### config.mk
export PLATFORM = sky130hd
export DESIGN_NAME = prog_loader
export DESIGN_NICKNAME = d
export VERILOG_FILES = /design/src/rtl/prog_loader.sv
export SDC_FILE = /design/constraint.sdc
export NUM_CORES = 1
export LEC_CHECK = 0
export ABC_AREA = 0
export CORE_MARGIN = 10
export CORE_UTILIZATION = 35
export CTS_CLUSTER_DIAMETER = 30
export DETAILED_ROUTE_END_ITERATION = 10
export SYNTH_ARGS = -nofsm -noshare
export SYNTH_HDL_FRONTEND = slang
export SYNTH_SLANG_ARGS = --single-unit
### constraint.sdc
create_clock -name clk -period 2.4 [get_ports clk]
set_input_delay 0.72 -clock clk [delete_from_list [all_inputs] [get_ports clk]]
set_output_delay 0.72 -clock clk [all_outputs]
set_load 0.005 [all_outputs]
### src/rtl/prog_loader.sv
// Byte-stream program loader: fills the instruction or data memory, holds the CPU in reset,
// releases it for a fixed number of cycles, then halts it again until the next session.
module prog_loader #(
  parameter int ADDR_W     = 10,
  parameter int RUN_CYCLES = 200
) (
  input  logic              clk,
  input  logic              rst,
  input  logic              start,
  input  logic              start_sel,
  input  logic              in_valid,
  input  logic [7:0]        in_data,
  input  logic              in_last,
  output logic              in_ready,
  output logic              mem_we,
  output logic              mem_sel,
  output logic [ADDR_W-1:0] mem_addr,
  output logic [7:0]        mem_wdata,
  output logic              cpu_rst,
  output logic              done,
  output logic              overflow,
  output logic [31:0]       run_cnt
);

  typedef enum logic [2:0] {IDLE, LOAD, RELEASE, RUN, HALT} state_t;

  localparam logic [31:0] LAST_CNT = 32'(RUN_CYCLES - 1);

  state_t              state;
  logic [ADDR_W-1:0]   ptr;
  logic                accept;
  logic                ptr_full;

  assign in_ready = (state == LOAD);
  assign accept   = in_ready & in_valid;
  assign ptr_full = &ptr;

  always_ff @(posedge clk or negedge rst) begin
    if (!rst) begin
      state     <= IDLE;
      ptr       <= '0;
      mem_we    <= 1'b0;
      mem_sel   <= 1'b0;
      mem_addr  <= '0;
      mem_wdata <= '0;
      cpu_rst   <= 1'b1;
      done      <= 1'b0;
      overflow  <= 1'b0;
      run_cnt   <= '0;
    end else begin
      mem_we <= 1'b0;
      case (state)
        IDLE, HALT: begin
          if (start) begin
            state    <= LOAD;
            ptr      <= '0;
            mem_sel  <= start_sel;
            overflow <= 1'b0;
            done     <= 1'b0;
          end
        end
        LOAD: begin
          if (accept) begin
            mem_we    <= 1'b1;
            mem_addr  <= ptr;
            mem_wdata <= in_data;
            // The top address ends the session either way; the pointer never wraps.
            if (!ptr_full) ptr <= ptr + 1'b1;
            if (in_last || ptr_full) begin
              state    <= RELEASE;
              overflow <= ptr_full & ~in_last;
            end
          end
        end
        RELEASE: begin
          state   <= RUN;
          cpu_rst <= 1'b0;
          run_cnt <= '0;
        end
        RUN: begin
          if (run_cnt == LAST_CNT) begin
            state   <= HALT;
            cpu_rst <= 1'b1;
            done    <= 1'b1;
          end else begin
            run_cnt <= run_cnt + 32'd1;
          end
        end
        default: state <= IDLE;
      endcase
    end
  end

endmodule

After elaboration in Yosys (flattened, before gate mapping). Index checks and enable logic that the tools add are counted.

Register bits: 68. Bits of input ports: 14. Output and inout port bits: 56. Logic and storage cells: 61.

Add/sub/neg operators: 2. Equal/unequal tests: 11. Mux-type cells: 20. Bitwise operators: 3. Reduce and logical (&&, ||, !) cells: 15.

Operators with widths (count): 32-bit case mux with 2 select lines (1); 32-bit by 1-bit adder with 32-bit output, second input constant (1); 32-bit by 8-bit == test with 1-bit output, second input constant (1); 32-bit two-way mux (1); 10-bit two-way mux (3); 10-bit case mux with 2 select lines (1); 3-bit two-way mux (4); 3-bit case mux with 4 select lines (1); 4-bit AND reduction (3); 10-bit by 1-bit adder with 10-bit output, second input constant (1); 10-bit AND reduction (1); 2-bit != test, second input constant (4); 2-bit AND reduction (4); 3-bit by 2-bit == test with 1-bit output, second input constant (2); 1-bit two-way mux (6); 1-bit case mux with 2 select lines (3); 2-bit nonzero test (3); 2-bit by 1-bit != test with 1-bit output, second input constant (2); 3-bit by 1-bit == test with 1-bit output, second input constant (1); 3-bit == test, second input constant (1); 3-bit logical NOT (1); 3-bit AND reduction (1); 1-bit AND (2); 2-bit OR reduction (1); 2 further kinds (2).

Depth between registers and ports, before layout.
Word-level depth: 5. Gate-level depth with buffers: 10. Mapped depth without buffers: 8.

Worst setup path after synthesis. Ideal clock, no wire load.

Path kind: flip-flop to flip-flop. Start: reg run_cnt[0]. End: reg run_cnt[16]. Arrival time: 1.703 ns. Data required time: 2.276 ns. Setup slack: 0.573 ns. Cell stages (with the launch flop): 8. Path buffers: 1. Period minus slack after synthesis: 1.827 ns. Cells stage by stage: dfrtp_1 ha_1 and4_1 nand4_1 o21ai_1 buf_2 nor3_1 a211o_1.

Word-level cells in the longest chain between the ends: 3. Elaborated cells on any way between the ends: 6. Those cells by class: add/sub (1); eq/ne (2); mux (2); reduce/logical (1).

Ends and longest elaborated chain: from (decl) (RTL line 22) `output logic [31:0] run_cnt`; from (signal assigned) (RTL line 86) `run_cnt <= run_cnt + 32'd1;`; 32-bit by 1-bit adder with 32-bit output / 32-bit by 8-bit == test with 1-bit output (equally long branches) (RTL line 86, 81); 32-bit two-way mux / 2-bit != test (equally long branches); 32-bit case mux with 2 select lines / 2-bit AND reduction (equally long branches).

Parallel ways exist; a longest one is shown, timed or not. The select of a mux whose other input is x is not followed. A chain may end at the register's enable or synchronous reset.

Worst setup path after layout.
Start: reg state[2]. End: out in_ready.

Word-level cells in the longest chain between the ends: 1.

Ends and longest elaborated chain: from (decl) (RTL line 29) `state_t state;`; from (signal assigned) (RTL line 40) `state <= IDLE;`; from (signal assigned) (RTL line 55) `state <= LOAD;`; from (signal assigned) (RTL line 70) `state <= RELEASE;`; 3-bit by 1-bit == test with 1-bit output (RTL line 34) `assign in_ready = (state == LOAD);`; to (decl) (RTL line 14) `output logic in_ready,`.

Every way passes these cells.

==> metrics.yaml <==
combinationalPowerShare: 0.341
power_frac_seq: 0.408
path_delay_family: "simple AND/OR/NAND/NOR gates"
switching_power_uw: 1240
cts_inserted_buffers: 9
area_delta_synth_final_pct: 31.7
dieArea_sq_um: 13800
netlist_instances: 364
wl_met3_um: 609
cpPeakStageDelay_ns: 0.41
synth_top_area_frac: 0.505
min_period_ns: 2.20
grt_pass1_vias: 2909
wl_per_cell_um: 15.5
worstPathArrival_ns: 1.48
syn_area_per_cell_sq_um: 9.12
synthTopCellsByCount: "nand2_1 (104), dfrtp_1 (67), nor3_1 (17)"
wl_met1_mm: 4.02
critPathRequiredTime_ns: 1.68
cap_violations: 0
wl_mm: 8.85
synth.largest_area_cell: "dfrtp_1"
dieHeight_um: 117
die_w_um: 117
rr_startpoint: "run_cnt[28]"
cp-end-kind: "output pin"
crit_type: "reg -> out"
cp_max_fo: 3
dpl.hpwl_mm: 6.26
yosysWarnings: 0
gp_congestion: 0.762
critPathSlowestCell: "or3b_1"
fillers: 895
setup_tns_ns: 0
yosysSeqAreaShare: 0.513
setup.worst_path.start_class: "flop"
rows: 35
ctsHoldBuffers: 0
met2RoutedLength_mm: 4.17
worst_slew_pin_slew_ns: 0.556
hp-class: "in -> async"
htreeDepth: 3
hold_viol: 0
clkSinkCount: 68
setup_viol: 0
io_buffers: 69
powerDensity_nw_per_um2: 837
fmax_mhz: 455
antennaDiodeCount: 0
outcome: "completed"
fin_crit_sh: 0.916
drive_gt1_frac: 0.0811
routed.top_layer: "met4"
clock_path_buffers: 2
path_clk_slew_ns: 0.07
synth_area_leaders: "dfrtp_1 (51%), nand2_1 (12%), mux2i_1 (4.2%), nor3_1 (2.6%), nand3_1 (2.4%)"
slew_violations: 0
postRouteAntennaNets: 0
start_util: 0.359
pin_count: 70
nets: 456
drt_first_pass_iters: 4
antenna_found_initial: 0
drt_iter0_markers: 154
synth.distinct_cells: 44
netlist_area_sq_um: 3320
sw_frac_of_total: 0.339
cp_num_buf_inv: 2
synth_nets: 380
synth_edf_count: 0
grt_usage: 0.127
vias: 2955
clk_latency_ns: 0.34
synth.most_common_cell: "nand2_1"
dp.cells: 555
p_leak_uw: 0.00189
synth_ff_type: "dfrtp_1"
p_clk_frac: 0.251
async_flop_share: 1.00
intPower_uw: 2420
grt_max_degree: 69
clk_root_buffer_cell: "clkbuf_8"
fin_cells: 573
relSlewSlack: 0.630
ys_ff_latch: 68
vias_per_cell: 5.16
drc: 0
vdd_drop_max_uv: 489
grt-ovfl-total: 0
rsz0062_at_grt: "false"
cts_tree: "built"
grt_pass1_wl_mm: 14.8
startpoint: "state[2]"
fin_skew_ns: 0.00536
core_area_sq_um: 9240
path_cells: "or3b_1 -> clkinv_2 -> dlygate4sd2_1"
-- metrics by stage --
step / total power (uW) / cell area, sq um / setup slack (ns) / util / hold WS (ns)
2_1_floorplan: 2160 / 3320 / 0.573 / - / 0.424
3_3_place_gp: 2720 / 4170 / 0.252 / 0.451 / 0.454
3_5_place_dp: 2750 / 4170 / 0.253 / 0.451 / 0.452
4_1_cts: 3700 / 4370 / 0.182 / 0.473 / 0.408
5_1_grt: 3910 / 4370 / 0.125 / 0.473 / 0.413
6_report: 3660 / 4370 / 0.201 / 0.473 / 0.393
-- repair_timing --
item                                    4_1_cts  5_1_grt
endpoints found under the setup margin        1        0
resized for setup                             1        0
setup buffers                                 3        0
-- flip-flops by register name, summed over array words and instances (netlist names) --
| register | flops |
|---|---|
| mem_wdata | 8 |
| mem_addr | 10 |
| ptr | 10 |
| run_cnt | 32 |
| overflow | 1 |
| cpu_rst | 1 |
| done | 1 |
| state | 3 |
| mem_sel | 1 |
| mem_we | 1 |
-- final cells by class --
class,instances,area (sq um),area share
clock buffer,13,149,0.0340
clock inverter,2,35.0,0.00801
inverter,7,28.8,0.00658
multi-input combinational,273,1510,0.345
sequential,68,1700,0.389
tap,129,161,0.0369
timing repair buffer,81,787,0.180
-- worst reg2reg max path: stages (launching register included) --
cell,delay [ns]
dfrtp_1,0.42
nor4_1,0.43
nand4_1,0.18
o21a_1,0.41
and3_1,0.28
a211o_1,0.25
-- power by group through the flow --
stage	clock, uW	sequential, uW	combinational [uW]
CTS	949	1490	1260
global route	988	1520	1400
global placement	0	1520	1200
detailed placement	0	1530	1220
finish	919	1490	1250
floorplan	0	1510	646
-- cells in the final DEF (no fill, tap or decap), drive strengths merged, types with 2 or more instances in the layout --
master	n
or3b	2
nor2	11
and3	8
ha	2
and2	3
nor3	17
nand3	16
mux2i	14
and4	4
a21oi	11
a21boi	2
mux2	2
dfrtp	67
a31oi	12
o41ai	2
nor4	8
clkbuf	13
a41oi	3
clkinv	3
nand2b	2
nand4	11
o211ai	3
a211o	2
or3	2
o21ai	19
inv	5
buf	13
nand2	106
o31ai	4
clkdlybuf4s50	67
-- kinds of logic (layout without fill, tap and decap cells) --
kind of cell / after synthesis / after routing / synth area share
buffers and inverters: 23 / 103 / 0.0324
adders and majority gates: 2 / 2 / 0.00754
muxes: 16 / 16 / 0.0490
and+or+nand+nor: 195 / 195 / 0.282
AOI/OAI and AO/OA: 60 / 60 / 0.116
DFF: 68 / 68 / 0.513
-- worst paths after layout --
path                                to  slack [ns]  cells after the start
max                           in_ready        0.20                      3
min                         run_cnt[7]        0.39                      2
max reg2reg                run_cnt[18]        0.31                      5
min reg2reg                    cpu_rst        0.46                      2
max in group asynchronous      cpu_rst        1.67                      2
min in group clk               cpu_rst        0.46                      2
-- per-layer routing --
layer / GRT usage / vias up
met2: 0.200 / 86
met3: 0.0518 / 5
met5: 0 / -
met4: 0.0282 / 0
li1: - / 1446
met1: 0.157 / 1418
Power figures use the tool's default switching activity.
